<file path="config.mk">
export PLATFORM = sky130hd
export DESIGN_NAME = id_stage_pipe_flat
export DESIGN_NICKNAME = d
export VERILOG_FILES = /design/src/rtl/id_stage_pipe_if.sv /design/src/rtl/id_stage_pipe.sv /design/src/flat_wrapper.sv
export SDC_FILE = /design/constraint.sdc
export NUM_CORES = 1
export LEC_CHECK = 0
export BUFFER_PORTS_ARGS = -buffer_cell sky130_fd_sc_hd__buf_2
export CAP_MARGIN = 30
export CORE_AREA = 2 2 139 141
export CTS_CLUSTER_SIZE = 10
export DETAILED_ROUTE_END_ITERATION = 8
export DIE_AREA = 0 0 141 143
export PLACE_DENSITY = 0.68
export SETUP_SLACK_MARGIN = 0.02
export SLEW_MARGIN = 10
export SYNTH_ARGS = -nofsm -noshare
export SYNTH_HDL_FRONTEND = slang
export SYNTH_SLANG_ARGS = --single-unit
</file>
<file path="constraint.sdc">
create_clock -name clk -period 2.4 [get_ports clk]
set_input_delay 0.24 -clock clk [delete_from_list [all_inputs] [get_ports clk]]
set_output_delay 0.24 -clock clk [all_outputs]
set_load 0.02 [all_outputs]
</file>
<file path="src/rtl/id_stage_pipe_if.sv">
// Decode-to-execute channel: one registered decoded entry under a valid/ready handshake.
// The decode stage drives the entry (master); the execute stage returns out_ready (slave).
interface id_stage_pipe_if #(
  parameter int DATA_W = 32,
  parameter int ADDR_W = 5,
  parameter int AOP_W  = 8,
  parameter int ASEL_W = 3
) ();
  logic              out_valid;
  logic              out_ready;
  logic [31:0]       pc_o;
  logic [AOP_W-1:0]  aluop_o;
  logic [ASEL_W-1:0] alusel_o;
  logic [DATA_W-1:0] reg1_o;
  logic [DATA_W-1:0] reg2_o;
  logic [ADDR_W-1:0] wd_o;
  logic              wreg_o;
  logic              inst_invalid_o;

  modport master (
    output out_valid, pc_o, aluop_o, alusel_o, reg1_o, reg2_o, wd_o, wreg_o, inst_invalid_o,
    input  out_ready
  );

  modport slave (
    input  out_valid, pc_o, aluop_o, alusel_o, reg1_o, reg2_o, wd_o, wreg_o, inst_invalid_o,
    output out_ready
  );
endinterface

</file>
<file path="src/rtl/id_stage_pipe.sv">
// MIPS decode stage for logic-class instructions: register read, multi-source forwarding,
// load-use stall and a single-entry valid/ready output register toward EX.
module id_stage_pipe #(
  parameter int DATA_W  = 32,
  parameter int ADDR_W  = 5,
  parameter int NUM_FWD = 2,
  parameter int AOP_W   = 8,
  parameter int ASEL_W  = 3
) (
  input  logic                      clk,
  input  logic                      rst,
  input  logic                      in_valid,
  output logic                      in_ready,
  input  logic [31:0]               pc_i,
  input  logic [31:0]               inst_i,
  output logic [ADDR_W-1:0]         reg1_addr_o,
  output logic [ADDR_W-1:0]         reg2_addr_o,
  output logic                      reg1_read_o,
  output logic                      reg2_read_o,
  input  logic [DATA_W-1:0]         reg1_data_i,
  input  logic [DATA_W-1:0]         reg2_data_i,
  input  logic [NUM_FWD-1:0]        fwd_wreg_i,
  input  logic [NUM_FWD*ADDR_W-1:0] fwd_wd_i,
  input  logic [NUM_FWD*DATA_W-1:0] fwd_wdata_i,
  input  logic [NUM_FWD-1:0]        fwd_pending_i,
  input  logic                      flush_i,
  id_stage_pipe_if.master           ex_if,
  output logic [15:0]               stall_cnt_o
);

  localparam logic [5:0] OP_SPECIAL = 6'b000000;
  localparam logic [5:0] OP_ANDI    = 6'b001100;
  localparam logic [5:0] OP_ORI     = 6'b001101;
  localparam logic [5:0] OP_XORI    = 6'b001110;
  localparam logic [5:0] OP_LUI     = 6'b001111;
  localparam logic [5:0] FN_AND     = 6'b100100;
  localparam logic [5:0] FN_OR      = 6'b100101;
  localparam logic [5:0] FN_XOR     = 6'b100110;
  localparam logic [5:0] FN_NOR     = 6'b100111;

  localparam logic [AOP_W-1:0]  NOP_OP    = '0;
  localparam logic [AOP_W-1:0]  AND_OP    = AOP_W'(8'b00100100);
  localparam logic [AOP_W-1:0]  OR_OP     = AOP_W'(8'b00100101);
  localparam logic [AOP_W-1:0]  XOR_OP    = AOP_W'(8'b00100110);
  localparam logic [AOP_W-1:0]  NOR_OP    = AOP_W'(8'b00100111);
  localparam logic [ASEL_W-1:0] SEL_LOGIC = ASEL_W'(3'b001);

  typedef struct packed {
    logic [31:0]       pc;
    logic [AOP_W-1:0]  aluop;
    logic [ASEL_W-1:0] alusel;
    logic [DATA_W-1:0] reg1;
    logic [DATA_W-1:0] reg2;
    logic [ADDR_W-1:0] wd;
    logic              wreg;
    logic              invalid;
  } entry_t;

  logic [5:0]        op;
  logic [5:0]        funct;
  logic              re1;
  logic              re2;
  logic              r_type_hit;
  logic [DATA_W-1:0] imm;
  logic [DATA_W:0]   opnd1;
  logic [DATA_W:0]   opnd2;
  logic              hazard;
  logic              accept;
  entry_t            entry_d, entry_q;
  logic              out_valid_d, out_valid_q;
  logic [15:0]       stall_cnt_d, stall_cnt_q;
  logic              unused_shamt;

  assign op           = inst_i[31:26];
  assign funct        = inst_i[5:0];
  assign unused_shamt = ^inst_i[10:6];

  // Returns {pending, data}. Scanning from oldest to youngest lets the youngest match win.
  function automatic logic [DATA_W:0] sel_operand(
    input logic                      re,
    input logic [ADDR_W-1:0]         addr,
    input logic [DATA_W-1:0]         rf_data,
    input logic [DATA_W-1:0]         imm_val,
    input logic [NUM_FWD-1:0]        wreg,
    input logic [NUM_FWD-1:0]        pend,
    input logic [NUM_FWD*ADDR_W-1:0] wd,
    input logic [NUM_FWD*DATA_W-1:0] wdata
  );
    logic [DATA_W:0] r;
    r = {1'b0, rf_data};
    if (!re) begin
      r = {1'b0, imm_val};
    end else if (addr == '0) begin
      r = '0;
    end else begin
      for (int i = NUM_FWD - 1; i >= 0; i--) begin
        if (wreg[i] && (wd[i*ADDR_W +: ADDR_W] == addr)) begin
          r = {pend[i], wdata[i*DATA_W +: DATA_W]};
        end
      end
    end
    return r;
  endfunction

  // NOTE: every always_comb output gets a default first, so no path leaves it unassigned
  // and no latch is inferred.
  always_comb begin
    re1                = 1'b0;
    re2                = 1'b0;
    r_type_hit         = 1'b0;
    imm                = '0;
    entry_d            = '0;
    entry_d.pc         = pc_i;
    entry_d.aluop      = NOP_OP;
    entry_d.invalid    = 1'b1;

    case (op)
      OP_ORI, OP_ANDI, OP_XORI, OP_LUI: begin
        re1             = 1'b1;
        entry_d.invalid = 1'b0;
        entry_d.wreg    = 1'b1;
        entry_d.alusel  = SEL_LOGIC;
        entry_d.wd      = ADDR_W'(inst_i[20:16]);
        imm             = (op == OP_LUI) ? DATA_W'({inst_i[15:0], 16'h0000})
                                         : DATA_W'({16'h0000, inst_i[15:0]});
        case (op)
          OP_ANDI: entry_d.aluop = AND_OP;
          OP_XORI: entry_d.aluop = XOR_OP;
          default: entry_d.aluop = OR_OP;
        endcase
      end
      OP_SPECIAL: begin
        case (funct)
          FN_OR:   begin entry_d.aluop = OR_OP;  r_type_hit = 1'b1; end
          FN_AND:  begin entry_d.aluop = AND_OP; r_type_hit = 1'b1; end
          FN_XOR:  begin entry_d.aluop = XOR_OP; r_type_hit = 1'b1; end
          FN_NOR:  begin entry_d.aluop = NOR_OP; r_type_hit = 1'b1; end
          default: ;
        endcase
        if (r_type_hit) begin
          re1             = 1'b1;
          re2             = 1'b1;
          entry_d.invalid = 1'b0;
          entry_d.wreg    = 1'b1;
          entry_d.alusel  = SEL_LOGIC;
          entry_d.wd      = ADDR_W'(inst_i[15:11]);
        end
      end
      default: ;
    endcase

    opnd1 = sel_operand(re1, reg1_addr_o, reg1_data_i, imm, fwd_wreg_i, fwd_pending_i,
                        fwd_wd_i, fwd_wdata_i);
    opnd2 = sel_operand(re2, reg2_addr_o, reg2_data_i, imm, fwd_wreg_i, fwd_pending_i,
                        fwd_wd_i, fwd_wdata_i);
    entry_d.reg1 = opnd1[DATA_W-1:0];
    entry_d.reg2 = opnd2[DATA_W-1:0];
  end

  assign reg1_addr_o = ADDR_W'(inst_i[25:21]);
  assign reg2_addr_o = ADDR_W'(inst_i[20:16]);
  assign reg1_read_o = re1;
  assign reg2_read_o = re2;

  assign hazard   = opnd1[DATA_W] | opnd2[DATA_W];
  assign in_ready = !hazard && !flush_i && (!out_valid_q || ex_if.out_ready);
  assign accept   = in_valid && in_ready;

  always_comb begin
    out_valid_d = out_valid_q;
    if (accept) begin
      out_valid_d = 1'b1;
    end else if (flush_i || ex_if.out_ready) begin
      out_valid_d = 1'b0;
    end

    stall_cnt_d = stall_cnt_q;
    if (in_valid && hazard && (stall_cnt_q != 16'hFFFF)) begin
      stall_cnt_d = stall_cnt_q + 16'd1;
    end
  end

  // NOTE: sequential state uses non-blocking assignments so every register samples
  // pre-edge values regardless of statement order.
  always_ff @(posedge clk or negedge rst) begin
    if (!rst) begin
      entry_q     <= '0;
      out_valid_q <= 1'b0;
      stall_cnt_q <= '0;
    end else begin
      if (accept) begin
        entry_q <= entry_d;
      end
      out_valid_q <= out_valid_d;
      stall_cnt_q <= stall_cnt_d;
    end
  end

  assign ex_if.out_valid      = out_valid_q;
  assign ex_if.pc_o           = entry_q.pc;
  assign ex_if.aluop_o        = entry_q.aluop;
  assign ex_if.alusel_o       = entry_q.alusel;
  assign ex_if.reg1_o         = entry_q.reg1;
  assign ex_if.reg2_o         = entry_q.reg2;
  assign ex_if.wd_o           = entry_q.wd;
  assign ex_if.wreg_o         = entry_q.wreg;
  assign ex_if.inst_invalid_o = entry_q.invalid;
  assign stall_cnt_o          = stall_cnt_q;

endmodule

</file>
<file path="src/flat_wrapper.sv">
// flat-port wrapper written by rule: the top's interface ports become plain ports
module id_stage_pipe_flat 
#(
  parameter int DATA_W  = 32,
  parameter int ADDR_W  = 5,
  parameter int NUM_FWD = 2,
  parameter int AOP_W   = 8,
  parameter int ASEL_W  = 3
)
  (clk, rst, in_valid, in_ready, pc_i, inst_i, reg1_addr_o, reg2_addr_o, reg1_read_o, reg2_read_o, reg1_data_i, reg2_data_i, fwd_wreg_i, fwd_wd_i, fwd_wdata_i, fwd_pending_i, flush_i, stall_cnt_o, ex_if_out_valid, ex_if_pc_o, ex_if_aluop_o, ex_if_alusel_o, ex_if_reg1_o, ex_if_reg2_o, ex_if_wd_o, ex_if_wreg_o, ex_if_inst_invalid_o, ex_if_out_ready);
  id_stage_pipe_if #(.DATA_W(DATA_W), .ADDR_W(ADDR_W), .AOP_W(AOP_W), .ASEL_W(ASEL_W)) ex_if_i ();
  input  logic clk;
  input  logic rst;
  input  logic in_valid;
  output logic in_ready;
  input  logic [31:0] pc_i;
  input  logic [31:0] inst_i;
  output logic [ADDR_W-1:0] reg1_addr_o;
  output logic [ADDR_W-1:0] reg2_addr_o;
  output logic reg1_read_o;
  output logic reg2_read_o;
  input  logic [DATA_W-1:0] reg1_data_i;
  input  logic [DATA_W-1:0] reg2_data_i;
  input  logic [NUM_FWD-1:0] fwd_wreg_i;
  input  logic [NUM_FWD*ADDR_W-1:0] fwd_wd_i;
  input  logic [NUM_FWD*DATA_W-1:0] fwd_wdata_i;
  input  logic [NUM_FWD-1:0] fwd_pending_i;
  input  logic flush_i;
  output logic [15:0] stall_cnt_o;
  output wire logic [$bits(ex_if_i.out_valid)-1:0] ex_if_out_valid;
  output wire logic [$bits(ex_if_i.pc_o)-1:0] ex_if_pc_o;
  output wire logic [$bits(ex_if_i.aluop_o)-1:0] ex_if_aluop_o;
  output wire logic [$bits(ex_if_i.alusel_o)-1:0] ex_if_alusel_o;
  output wire logic [$bits(ex_if_i.reg1_o)-1:0] ex_if_reg1_o;
  output wire logic [$bits(ex_if_i.reg2_o)-1:0] ex_if_reg2_o;
  output wire logic [$bits(ex_if_i.wd_o)-1:0] ex_if_wd_o;
  output wire logic [$bits(ex_if_i.wreg_o)-1:0] ex_if_wreg_o;
  output wire logic [$bits(ex_if_i.inst_invalid_o)-1:0] ex_if_inst_invalid_o;
  input wire logic [$bits(ex_if_i.out_ready)-1:0] ex_if_out_ready;
  assign ex_if_out_valid = ex_if_i.out_valid;
  assign ex_if_pc_o = ex_if_i.pc_o;
  assign ex_if_aluop_o = ex_if_i.aluop_o;
  assign ex_if_alusel_o = ex_if_i.alusel_o;
  assign ex_if_reg1_o = ex_if_i.reg1_o;
  assign ex_if_reg2_o = ex_if_i.reg2_o;
  assign ex_if_wd_o = ex_if_i.wd_o;
  assign ex_if_wreg_o = ex_if_i.wreg_o;
  assign ex_if_inst_invalid_o = ex_if_i.inst_invalid_o;
  assign ex_if_i.out_ready = ex_if_out_ready;
  id_stage_pipe #(.DATA_W(DATA_W), .ADDR_W(ADDR_W), .NUM_FWD(NUM_FWD), .AOP_W(AOP_W), .ASEL_W(ASEL_W)) u_core (.clk(clk), .rst(rst), .in_valid(in_valid), .in_ready(in_ready), .pc_i(pc_i), .inst_i(inst_i), .reg1_addr_o(reg1_addr_o), .reg2_addr_o(reg2_addr_o), .reg1_read_o(reg1_read_o), .reg2_read_o(reg2_read_o), .reg1_data_i(reg1_data_i), .reg2_data_i(reg2_data_i), .fwd_wreg_i(fwd_wreg_i), .fwd_wd_i(fwd_wd_i), .fwd_wdata_i(fwd_wdata_i), .fwd_pending_i(fwd_pending_i), .flush_i(flush_i), .ex_if(ex_if_i), .stall_cnt_o(stall_cnt_o));
endmodule
</file>
---- After elaboration in Yosys (flattened, before gate mapping) ----
Index checks and enable logic that the tools add are counted.
cells by class
  add/sub/neg operators ................... 1
  equality and inequality tests ........... 13
  multiplexer cells ....................... 23
  bitwise logic cells ..................... 1
  reduce and logical (&&, ||, !) cells .... 20
operator list
  cell                   count
  $mux 33                8
  $mux 32                2
  $eq 6x4->1 const B     4
  $eq 6x6->1 const B     4
  $pmux 6 s4             1
  $pmux 11 s2            1
  $eq 5x5->1             4
  $add 16x1->16 const B  1
  $ne 16x16->1 const B   1
  $pmux 7 s2             1
  $logic_not 5->1        2
  $logic_and 1x1->1      9
  $reduce_or 4->1        2
  $mux 1                 7
  $mux 7                 1
  $logic_not 6->1        1
  $pmux 2 s2             1
  $logic_not 1->1        3
  $logic_or 1x1->1       2
  $pmux 1 s2             1
  $reduce_bool 2->1      1
  $or 1x1->1             1
storage, ports and cells
  flip-flop bits (word level) ............. 131

---- Depth between registers and ports, before layout ----
  word-level depth ........................ 13
  gate-level depth with buffers ........... 10

---- Least setup slack after synthesis ----
Ideal clock, no wire load.
  kind .................................... input to register
  from .................................... input port inst_i[3]
  to ...................................... register u_core.entry_q, in the netlist u_core.ex_if.reg1_o[28]
  library setup time ...................... 0.128 ns
  arrival ................................. 2.340 ns
  slack ................................... -0.068 ns
  cell stages on the path ................. 10
  path buffers ............................ 3
  path through ............................ nor4_1 nand2_1 nor4_1 buf_2 o22ai_2 o2bb2ai_2 nor4b_4 buf_4 buf_4 mux2_1
on the way
  word-level cells in the longest chain between the ends .. 12
  elaborated cells between the ends (all ways) .. 17
  classes of those cells .................. 4 x eq/ne; 7 x mux; 1 x bitwise; 5 x reduce/logical
RTL lines
  element                               RTL line              RTL
  start: declaration                    flat_wrapper.sv:17    input logic [31:0] inst_i;
  $eq 6x6->1                            id_stage_pipe.sv:133  case (funct)
  $reduce_or 4->1 (no source line) (*)  --
  $mux 1 (*)                            id_stage_pipe.sv:133
  $mux 1 (*)                            id_stage_pipe.sv:117  case (op)
  $mux 1 (*)                            id_stage_pipe.sv:140  if (r_type_hit) begin
  $mux 1 (*)                            id_stage_pipe.sv:117
  named net reg2_read_o                 flat_wrapper.sv:21    output logic reg2_read_o;
  $mux 33 (*)                           id_stage_pipe.sv:91   if (!re) begin
  $or 1x1->1 (*)                        id_stage_pipe.sv:165  assign hazard = opnd1[DATA_W] | opnd2[DATA_W];
  $logic_not 1->1 (*)                   id_stage_pipe.sv:166  assign in_ready = !hazard && !flush_i && (!out_valid_q || ex_if.out_ready);
  $logic_and 1x1->1 (*) (2 in a row)    id_stage_pipe.sv:166
  $logic_and 1x1->1 (*)                 id_stage_pipe.sv:167  assign accept = in_valid && in_ready;
  end signal: assignment                id_stage_pipe.sv:192  entry_q <= entry_d;
  end: declaration                      id_stage_pipe.sv:69   entry_t entry_d, entry_q;
Mark *: on every way through the listed nets, which the timed path passes. The rest lies on a longest branch. The select of a mux whose other input is x is not followed.
A chain may end at the register's enable or synchronous reset.

---- Worst setup path after layout ----
  from .................................... input port inst_i[16]
  to ...................................... register u_core.entry_q, in the netlist u_core.ex_if.reg1_o[5]
on the way
  word-level cells in the longest chain between the ends .. 11
  elaborated cells between the ends (all ways) .. 14
  classes of those cells .................. 2 x eq/ne; 4 x mux; 1 x bitwise; 7 x reduce/logical
RTL lines
  element                             RTL line              RTL
  $eq 5x5->1                          id_stage_pipe.sv:97   if (wreg[i] && (wd[i*ADDR_W +: ADDR_W] == addr)) begin
  $logic_and 1x1->1                   id_stage_pipe.sv:97
  $mux 33 (2 in a row)                id_stage_pipe.sv:97
  $mux 33 (*)                         id_stage_pipe.sv:93   end else if (addr == '0) begin
  $mux 33 (*)                         id_stage_pipe.sv:91
  $or 1x1->1 (*)                      id_stage_pipe.sv:165
  $logic_not 1->1 (*)                 id_stage_pipe.sv:166
  $logic_and 1x1->1 (*) (2 in a row)  id_stage_pipe.sv:166
  $logic_and 1x1->1 (*)               id_stage_pipe.sv:167
Every way passes the cells marked *; elsewhere a longest branch is shown, timed or not.

==> metrics <==
Syn Std Cell Area=6970 sq um; R2R cell count=7; Inst Count DP=1202; Slew headroom=56.1%; met3 usage=6.34%; CTS root buf=clkbuf_16; #FFs+latches synth=122; CP Max Fanout=31; M1 GR Usage=28.7%; startpoint class of the critical path=primary input; fin util=53.1%; total power=6.02 mW; power density cells=610 nW/um^2; largest net degree at the start of global routing=65; Final GP Congestion=0.906; Max Freq=0.435 GHz; Slew @ Worst Pin=658 ps; DRC viols=0; share of layout cells above drive strength 1=49.4%; clock buffer depth=2; post-synth cell types=35; worst hold path depth=2; synth warn=0; Routed WL=23.8 mm; DP Wirelength=18.7 mm; most frequent CP cell=buf_4; Port Buffers=348; TNS Setup=0 ps; initial antenna violation count=1; critical path required time=2690 ps; crit end category=flip-flop; Final WS setup=101 ps; CP max stage cell=mux2_1; critical path class=in2reg; critical-path cell list=buf_2, xor2_1, nor4_1, buf_4, nand3_2, mux2_2, o2bb2ai_4, nor4b_4, buf_4, buf_12, mux2_1; pre-CTS setup slack=-356 ps; cts bufs inserted=17; Clock Sinks=122; Worst Hold Class=in2reg; Max-Cap Viols=0; initial DRC count=338; post-route ant nets=0; Max Slew Vio Count=0; final period utilization=95.8%; Fillers=1695; vias in the first global route=6335; CP peak stage delay=350 ps; sequential-to-total area share from yosys stat=43.8%; worst vdd ir=0.522 mV; first-pass GRT wire length=35.6 mm; Final #Nets=1200; via count=6375; Period minus WS final=2300 ps; clock latency on the worst-skew pair=410 ps; commonest cells after routing, fill and taps aside=buf_2, dfrtp_1, nor2_1; GRT Total Usage=23.4%; Post-Syn Instances=631; most common cell after layout, fill and taps aside=buf_2; status=complete, no violations; Post-DP Area=9210 sq um; GRT busiest layer=met2; vias per cell=5.16; synthesis-to-finish area growth=41.5%; IO Pins=355; FP Rows=50; wire length per cell=19.2 um; CTS tree=built; CTS HTree Levels=4; Die H=143 um; Lkg Pwr=5.06 nW; Chip Width=141 um; Final Cell Area=9860 sq um; first drt pass iteration count=5; Avg Inst Size Synth=11.0 sq um; Final Hold Viols=0; Worst-path clk slew=60 ps; met2 GRT Util=39.9%; worst path arrival time=2590 ps; hold slack=43.4 ps; Worst Skew=11.7 ps; Initial Util=37.5%; die footprint=20200 sq um; RSZ-0062 raised after global routing=no; setup violators final=0; total gr overflow=0; core area=18600 sq um; final non-filler cell total=1236
-- state kept, by name, indices dropped and copies added (netlist names) --
name,cells
u_core.ex_if.reg1_o,32
u_core.ex_if.wd_o,5
u_core.stall_cnt_o,16
u_core.ex_if.reg2_o,32
u_core.ex_if.aluop_o,3
u_core.ex_if.pc_o,32
u_core.ex_if.inst_invalid_o,1
u_core.ex_if.out_valid,1
-- worst max-delay path: cells and delay by family --
kind / cells / cell delay, ps
buffers and inverters: 4 / 670
multiplexers: 2 / 660
AND/OR/NAND/NOR: 3 / 680
XOR/XNOR: 1 / 150
AO/OA/AOI/OAI: 1 / 160
-- metal layers --
layer | up-vias | routed length, um
met3 | 46 | 1660
met2 | 278 | 11700
met5 | - | 0
met1 | 3050 | 9720
li1 | 3001 | -
met4 | 0 | 667
-- synth_stat cells --
| library cell | count | area [sq um] |
|---|---|---|
| o2bb2ai_2 | 1 | 15.0 |
| clkbuf_1 | 32 | 120 |
| inv_1 | 2 | 7.51 |
| or2_2 | 1 | 6.26 |
| nor4b_4 | 1 | 23.8 |
| conb_1 | 1 | 3.75 |
| nor4_1 | 7 | 43.8 |
| a22o_1 | 38 | 333 |
| ha_1 | 1 | 12.5 |
| xor2_1 | 16 | 140 |
| o21a_1 | 1 | 7.51 |
| buf_2 | 6 | 30.0 |
| or4_1 | 3 | 22.5 |
| a21oi_1 | 33 | 165 |
| dfrtp_1 | 122 | 3050 |
| xnor2_1 | 19 | 166 |
| a2bb2oi_1 | 1 | 8.76 |
| o22ai_2 | 1 | 12.5 |
| and3_1 | 6 | 37.5 |
| nor3_1 | 6 | 30.0 |
| nand3_1 | 16 | 80.1 |
| mux2_1 | 49 | 552 |
| mux2_2 | 57 | 642 |
| nand4b_1 | 1 | 8.76 |
| nor2b_1 | 2 | 12.5 |
| and2_1 | 1 | 6.26 |
| nand2_1 | 7 | 26.3 |
| nor2_1 | 71 | 267 |
| mux2i_1 | 66 | 661 |
| o31a_1 | 1 | 8.76 |
| nand4_1 | 3 | 18.8 |
| o31ai_1 | 1 | 7.51 |
| a32o_1 | 1 | 10.0 |
| buf_4 | 25 | 188 |
| a211oi_1 | 32 | 240 |
-- what timing repair did --
item                       CTS  global route
gates resized for setup      0             3
hold buffers                 1             0
hold endpoints to repair    43             0
setup buffers                0             0
setup endpoints to repair    0            87
-- worst paths after layout --
kind,start,endpoint,slack (ps)
max,inst_i[16],u_core.ex_if.reg1_o[5],100
min,pc_i[28],u_core.ex_if.pc_o[28],40
max reg2reg,u_core.stall_cnt_o[6],u_core.stall_cnt_o[1],210
min reg2reg,u_core.ex_if.pc_o[25],u_core.ex_if.pc_o[25],480
max in group asynchronous,rst,u_core.ex_if.reg2_o[6],1300
min in group asynchronous,rst,u_core.stall_cnt_o[11],320
-- cell type report --
class | count | area, sq um | area share, %
timing repair buffer | 396 | 2230 | 22.6
tap | 234 | 293 | 2.97
inverter | 2 | 7.51 | 0.0761
clock buffer | 20 | 467 | 4.73
antenna | 1 | 2.50 | 0.0254
clock inverter | 12 | 159 | 1.61
sequential | 122 | 3050 | 31.0
multi-input combinational | 449 | 3650 | 37.0
-- kinds of logic (layout without fill, tap and decap cells) --
logic type,Yosys count,in the layout,share of synthesized area (%)
simple gates,125,125,8.37
compound gates,110,110,11.6
fa+ha+maj,1,1,0.180
xor+xnor,35,35,4.40
mux,172,172,26.6
flops,122,122,43.8
buf+inv,65,430,4.96
other cells,1,7,0.0538
-- power by group --
group          internal [mW]  total [mW]  leakage, nW  switching [mW]
Combinational          0.465        1.07         3.14           0.604
Clock                   1.73        2.70        0.304           0.976
Sequential              2.19        2.24         1.62          0.0579
Note: power is estimated with default switching activity, not from simulation.
